===== config.mk =====
export PLATFORM = sky130hd
export DESIGN_NAME = wb_commit_stage
export DESIGN_NICKNAME = d
export VERILOG_FILES = /design/src/rtl/wb_commit_stage.sv
export SDC_FILE = /design/constraint.sdc
export NUM_CORES = 1
export LEC_CHECK = 0
export ABC_AREA = 1
export BUFFER_PORTS_ARGS = -buffer_cell sky130_fd_sc_hd__buf_2
export CORE_AREA = 2 2 132 134
export CTS_CLUSTER_DIAMETER = 60
export CTS_CLUSTER_SIZE = 20
export DETAILED_ROUTE_END_ITERATION = 10
export DIE_AREA = 0 0 134 136
export GPL_TIMING_DRIVEN = 0
export PLACE_DENSITY_LB_ADDON = 0.05
export SLEW_MARGIN = 30
export SYNTH_ARGS = -nofsm -noshare
export SYNTH_HDL_FRONTEND = slang
export SYNTH_SLANG_ARGS = --single-unit

===== constraint.sdc =====
create_clock -name clk -period 1.6 [get_ports clk]
set_clock_uncertainty 0.2 [all_clocks]
set_input_delay 0 -clock clk [delete_from_list [all_inputs] [get_ports clk]]
set_output_delay 0 -clock clk [all_outputs]
set_load 0.05 [all_outputs]

===== src/rtl/wb_commit_stage.sv =====
// Writeback/commit stage: register-file write, exception/ertn flush, commit trace.
// Define WB_TRACE_FIFO_EN to buffer the trace in a FIFO that back-pressures the pipeline.
module wb_commit_stage #(
  parameter int XLEN        = 32,
  parameter int RF_AW       = 5,
  parameter int ECODE_W     = 6,
  parameter int TRACE_DEPTH = 4
) (
  input  logic               clk,
  input  logic               reset,
  input  logic               ms2ws_valid,
  output logic               ws_allowin,
  input  logic [XLEN-1:0]    ms_pc,
  input  logic               ms_gr_we,
  input  logic [RF_AW-1:0]   ms_dest,
  input  logic [XLEN-1:0]    ms_result,
  input  logic               ms_exc,
  input  logic [ECODE_W-1:0] ms_ecode,
  input  logic               ms_ertn,
  input  logic [XLEN-1:0]    csr_eentry,
  input  logic [XLEN-1:0]    csr_era,
  output logic               rf_we,
  output logic [RF_AW-1:0]   rf_waddr,
  output logic [XLEN-1:0]    rf_wdata,
  output logic               ws_valid,
  output logic               ws_gr_we,
  output logic [RF_AW-1:0]   ws_dest,
  output logic               wb_flush,
  output logic [XLEN-1:0]    wb_flush_target,
  output logic               exc_commit,
  output logic [XLEN-1:0]    exc_pc,
  output logic [ECODE_W-1:0] exc_ecode,
  output logic               ertn_commit,
  output logic               trace_valid,
  input  logic               trace_ready,
  output logic [XLEN-1:0]    trace_pc,
  output logic [3:0]         trace_we,
  output logic [RF_AW-1:0]   trace_wnum,
  output logic [XLEN-1:0]    trace_wdata
);

  logic [XLEN-1:0]    ws_pc;
  logic [XLEN-1:0]    ws_result;
  logic               ws_exc;
  logic [ECODE_W-1:0] ws_ecode;
  logic               ws_ertn;

  logic ws_ready_go;
  logic commit;
  logic flush;
  logic need_trace;

  // NOTE: sequential state uses non-blocking assignments so every flop samples pre-edge values.
  always_ff @(posedge clk) begin
    if (reset) begin
      ws_valid  <= 1'b0;
      ws_pc     <= '0;
      ws_gr_we  <= 1'b0;
      ws_dest   <= '0;
      ws_result <= '0;
      ws_exc    <= 1'b0;
      ws_ecode  <= '0;
      ws_ertn   <= 1'b0;
    end else begin
      // A flushing commit also discards whatever the memory stage hands over this cycle.
      if (commit && flush) begin
        ws_valid <= 1'b0;
      end else if (ws_allowin) begin
        ws_valid <= ms2ws_valid;
      end
      if (ms2ws_valid && ws_allowin) begin
        ws_pc     <= ms_pc;
        ws_gr_we  <= ms_gr_we;
        ws_dest   <= ms_dest;
        ws_result <= ms_result;
        ws_exc    <= ms_exc;
        ws_ecode  <= ms_ecode;
        ws_ertn   <= ms_ertn;
      end
    end
  end

  assign flush      = ws_exc | ws_ertn;
  assign need_trace = ws_gr_we & ~flush;
  assign commit     = ws_valid & ws_ready_go;
  assign ws_allowin = ~ws_valid | ws_ready_go;

  assign rf_we    = commit & need_trace;
  assign rf_waddr = ws_dest;
  assign rf_wdata = ws_result;

  assign wb_flush    = commit & flush;
  assign exc_commit  = commit & ws_exc;
  assign ertn_commit = commit & ws_ertn & ~ws_exc;
  assign exc_pc      = ws_pc;
  assign exc_ecode   = ws_ecode;

  always_comb begin
    wb_flush_target = '0;
    if (exc_commit) begin
      wb_flush_target = csr_eentry;
    end else if (ertn_commit) begin
      wb_flush_target = csr_era;
    end
  end

  assign trace_we = {4{trace_valid}};

`ifdef WB_TRACE_FIFO_EN
  localparam int PTR_W = $clog2(TRACE_DEPTH) + 1;
  localparam int IDX_W = PTR_W - 1;

  logic [PTR_W-1:0] wr_ptr;
  logic [PTR_W-1:0] rd_ptr;
  logic             fifo_full;
  logic             fifo_empty;
  logic             push;
  logic             pop;

  logic [XLEN-1:0]  pc_mem   [TRACE_DEPTH];
  logic [RF_AW-1:0] dest_mem [TRACE_DEPTH];
  logic [XLEN-1:0]  data_mem [TRACE_DEPTH];

  // Extra pointer MSB distinguishes full from empty when the indices match.
  assign fifo_empty = (wr_ptr == rd_ptr);
  assign fifo_full  = ((wr_ptr ^ rd_ptr) == {1'b1, {IDX_W{1'b0}}});
  assign push       = rf_we & ~fifo_full;
  assign pop        = trace_valid & trace_ready;

  assign ws_ready_go = ~(need_trace & fifo_full);

  always_ff @(posedge clk) begin
    if (reset) begin
      wr_ptr <= '0;
      rd_ptr <= '0;
    end else begin
      if (push) wr_ptr <= wr_ptr + 1'b1;
      if (pop)  rd_ptr <= rd_ptr + 1'b1;
    end
  end

  // NOTE: storage is not reset; validity is tracked entirely by the pointers.
  always_ff @(posedge clk) begin
    if (push) begin
      pc_mem[wr_ptr[IDX_W-1:0]]   <= ws_pc;
      dest_mem[wr_ptr[IDX_W-1:0]] <= ws_dest;
      data_mem[wr_ptr[IDX_W-1:0]] <= ws_result;
    end
  end

  assign trace_valid = ~fifo_empty;
  assign trace_pc    = fifo_empty ? '0 : pc_mem[rd_ptr[IDX_W-1:0]];
  assign trace_wnum  = fifo_empty ? '0 : dest_mem[rd_ptr[IDX_W-1:0]];
  assign trace_wdata = fifo_empty ? '0 : data_mem[rd_ptr[IDX_W-1:0]];
`else
  localparam int unused_trace_depth = TRACE_DEPTH;
  logic unused_trace_ready;

  // Without the FIFO the trace mirrors the register-file write and never stalls.
  assign unused_trace_ready = trace_ready;
  assign ws_ready_go        = 1'b1;
  assign trace_valid        = rf_we;
  assign trace_pc           = ws_pc;
  assign trace_wnum         = ws_dest;
  assign trace_wdata        = ws_result;
`endif

endmodule

==> impl_table.tex <==
\begin{tabular}{lr}
\hline
Metric & Value \\
\hline
\multicolumn{2}{l}{\textbf{Status}} \\
\quad Run status & finished clean \\
\multicolumn{2}{l}{\textbf{Finish}} \\
\quad End-of-flow core utilization & 44.7\% \\
\quad Diode insertion count for antenna repair & 0 \\
\quad Number of inserted filler cells in the final layout & 1743 \\
\quad Share of layout cells above drive strength 1 & 48.7\% \\
\quad Most frequent cells in the layout & 305 x buf\_2, 158 x nor2\_1, 90 x dlygate4sd3\_1, 84 x buf\_4 \\
\quad Most common library cell in the layout ignoring fill and taps & buf\_2 \\
\quad Area added between synthesis and finish & 93.4\% \\
\quad Area occupied by multi-input gates & 1490 sq um \\
\quad Sequential cell area & approximately 1600 sq um \\
\quad Final Net Count & 1130 \\
\quad Area of all placed cells without fillers & 7540 sq um \\
\multicolumn{2}{l}{\textbf{Clock tree}} \\
\quad CTS clock-pin slew for the worst setup and hold paths & roughly 0.06 ns \\
\quad \# H-tree levels & 3 \\
\quad Root buf cell & clkbuf\_16 \\
\quad Total CTS buffers & 9 \\
\quad Worst-skew pair later-pin latency & 0.33 ns \\
\quad Clock tree from TritonCTS & done \\
\quad Clk sink count & 79 \\
\quad Clock tree buffer depth & 2 \\
\multicolumn{2}{l}{\textbf{Drt}} \\
\quad DRC violation total after the first TritonRoute iteration & 135 \\
\quad Post-Route WL & 15900 um \\
\quad Antenna viol nets, final & 0 \\
\quad First-pass iteration count of the detailed router & 5 \\
\quad Wirelength per Cell & 13.1 um \\
\quad Final routed DRC violation total & 0 \\
\quad Count of vias placed by the detailed router & 5029 \\
\quad Avg Vias per Cell & 4.14 \\
\multicolumn{2}{l}{\textbf{Yosys}} \\
\quad Portion of the post-synthesis area used by sequential elements & 40.6\% \\
\quad Count of cell types in the netlist & 18 \\
\quad Share of the synthesized area in the top cell type & 40.6\% \\
\quad Gate Count Post-Synth & 541 \\
\quad Post-synth top area cell & dfxtp\_1 \\
\quad Number of synthesized register bits & 79 \\
\quad Cell area after technology mapping & 3900 sq um \\
\quad Largest cells by area after synthesis & dfxtp\_1 41\%, buf\_4 16\%, nor2\_1 15\%, o21ai\_0 9.6\%, nand2\_1 6.6\% \\
\quad Net count after synthesis & 687 \\
\quad Per-instance average area after synthesis & 7.21 sq um \\
\quad Count of synthesis-stage warnings from yosys & 0 \\
\multicolumn{2}{l}{\textbf{Critical path}} \\
\quad Worst setup path startpoint & ws\_ertn\$\_SDFFE\_PP0P\_ \\
\quad CP startpoint kind & flop \\
\quad Critical path class & flop to output pin \\
\quad Kind of end point of the critical path & output pin \\
\quad WP data arrival & around 1.4 ns \\
\quad Required time at the endpoint of the critical path & roughly 1.4 ns \\
\quad Critical-path maximum fanout & 7 \\
\quad Worst reg2reg path startpoint & ws\_gr\_we\$\_SDFFE\_PP0P\_ \\
\multicolumn{2}{l}{\textbf{Power}} \\
\quad Sequential Power Share & 32.7\% \\
\quad Net Sw Frac & 36.0\% \\
\quad Combinational share of power & 34.0\% \\
\quad Clk network pwr share & 33.4\% \\
\quad Total leakage power & 0.00413 uW \\
\quad Psw & 2460 uW \\
\quad Power per unit of standard cell area & $\sim$910 nW/um\^{}2 \\
\quad Peak VDD IR & between 0.5 and 0.6 mV \\
\quad Int Pwr & 4370 uW \\
\multicolumn{2}{l}{\textbf{STA}} \\
\quad Worst Hold Slack & 0.00783 ns \\
\quad Maximum clock frequency & approximately 630 MHz \\
\quad Minimum clock period after layout & 1.60 ns \\
\quad Final setup TNS & 0 ns \\
\quad Final number of setup-violating endpoints & 0 \\
\quad Number of endpoints with negative hold slack in the final report & 0 \\
\quad Unrepaired setup endpoints after global routing & true \\
\quad Final Max Tran Viols & 0 \\
\quad Share of the cycle needed by the critical path after routing & $\sim$100\% \\
\multicolumn{2}{l}{\textbf{Die}} \\
\quad Starting density of the core & 23.1\% \\
\quad Die boundary width & roughly 130 um \\
\quad Area of the placeable core & 16900 sq um \\
\quad Vertical die dimension & 136 um \\
\quad Number of standard-cell rows in the floorplan & 48 \\
\quad Area enclosed by the die boundary & between 15000 and 20000 sq um \\
\quad I/O Pins & between 300 and 400 \\
\multicolumn{2}{l}{\textbf{Placement}} \\
\quad Final weighted congestion of routability-driven global placement & 0.748 \\
\quad Placed instance area & 5900 sq um \\
\quad Hpwl dp & 11800 um \\
\quad Input/output buffers & 335 \\
\multicolumn{2}{l}{\textbf{Global routing}} \\
\quad Number of global-route vias before repair & between 4k and 5k \\
\quad GR Util met3 & 3.50\% \\
\quad GR Util met1 & a little under a fifth \\
\quad All-layer global routing usage & 16.2\% \\
\quad Number of antenna violations at the first check in global routing & 0 \\
\quad Maximum number of pins on one net before global-route repair & 14 \\
\quad First-pass GRT wire length & 23500 um \\
\quad Met2 Track Usage GR & 30.1\% \\
\quad Grt total ovfl & 0 \\
\quad Layer carrying the most global-route usage & met2 \\
\multicolumn{2}{l}{\textbf{Run}} \\
\quad Max-cap violation count & 0 \\
\multicolumn{2}{l}{\textbf{Hold path}} \\
\quad Critical hold path startpoint & ms2ws\_valid \\
\quad Min-Delay Path Class & input pin to flop \\
\hline
\end{tabular}
Yosys cell counts:
master,n
nor2_1,158
buf_4,84
dfxtp_1,79
o21ai_0,75
nand2_1,69
nand4_1,32
buf_2,16
buf_6,6
clkbuf_2,6
clkbuf_1,5
o21ai_1,3
inv_2,2
buf_1,1
buf_8,1
conb_1,1
inv_1,1
inv_6,1
nor3_1,1
through the flow:
step / cells / power [uW] / setup slack (ns)
final: 1214 / 6830 / 0.00244
after detailed placement: 1101 / 4340 / 0.0162
after CTS: 1213 / 6900 / -0.0239
after global placement: 1101 / 4330 / 0.0261
after floorplan: 541 / 3770 / -0.118
after global routing: 1214 / 7120 / -0.0505
sequential cells by signal (all words and copies together), names as in the netlist:
register   count
exc_ecode      6
exc_pc        32
rf_waddr       5
rf_wdata      32
ws_ertn        1
ws_exc         1
ws_gr_we       1
ws_valid       1
final cells by class:
type / count / share of cell area (%)
buffer: 117 / 11.9
clock buffer: 12 / 3.40
clock inverter: 4 / 1.01
inverter: 4 / 0.365
multi-input combinational: 339 / 19.8
sequential: 79 / 21.1
tap: 225 / 3.73
timing repair buffer: 433 / 38.6
timing repair inverter: 1 / 0.0996
power groups by stage:
stage / combinational, uW / clock, uW / sequential (uW)
2_1_floorplan: 1070 / 0 / 2700
5_1_grt: 2440 / 2420 / 2250
4_1_cts: 2310 / 2360 / 2230
3_3_place_gp: 2070 / 0 / 2260
3_5_place_dp: 2080 / 0 / 2260
6_report: 2320 / 2280 / 2230
final timing paths:
path                                                   to  slack [ns]  cells after the start
worst max-delay path                          trace_we[3]       0.002                      5
worst min-delay path                  ws_valid$_SDFF_PP0_       0.008                      5
worst max register to register      ws_gr_we$_SDFFE_PP0P_        0.21                      3
worst min register to register  exc_ecode[4]$_SDFFE_PP0P_        0.30                      2
critical path, cell delays in order (launching register included):
cell and delay, ns:
dfxtp_4 0.37, buf_8 0.12, nor3_4 0.20, buf_12 0.15
buf_6 0.09, buf_8 0.13
per-layer routing:
metal  share of wire (%)  vias up  wire length, um
li1                    -     2546                -
met1                  41     2258             6480
met2                  51      215             8100
met3                 7.0       10             1100
met4                 1.1        0              171
met5                   0        -                0
kinds of logic (layout without fill, tap and decap cells):
kind of cell / Yosys count / count (layout) / synth area share (%)
other: 1 / 1 / 0.0962
DFF: 79 / 79 / 40.6
buffers and inverters: 123 / 571 / 22.2
AOI/OAI and AO/OA: 78 / 78 / 10.0
and+or+nand+nor: 260 / 260 / 27.1
timing repair:
item                                    in CTS  in global routing
endpoints found under the hold margin       78                  0
gates resized for setup                     91                 21
gates cloned                                 4                  0
buffers inserted                             4                  1
endpoints found under the setup margin      39                 39
hold buffers                                90                  0
pin swaps                                    2                  5
Note: power is estimated with default switching activity, not from simulation.
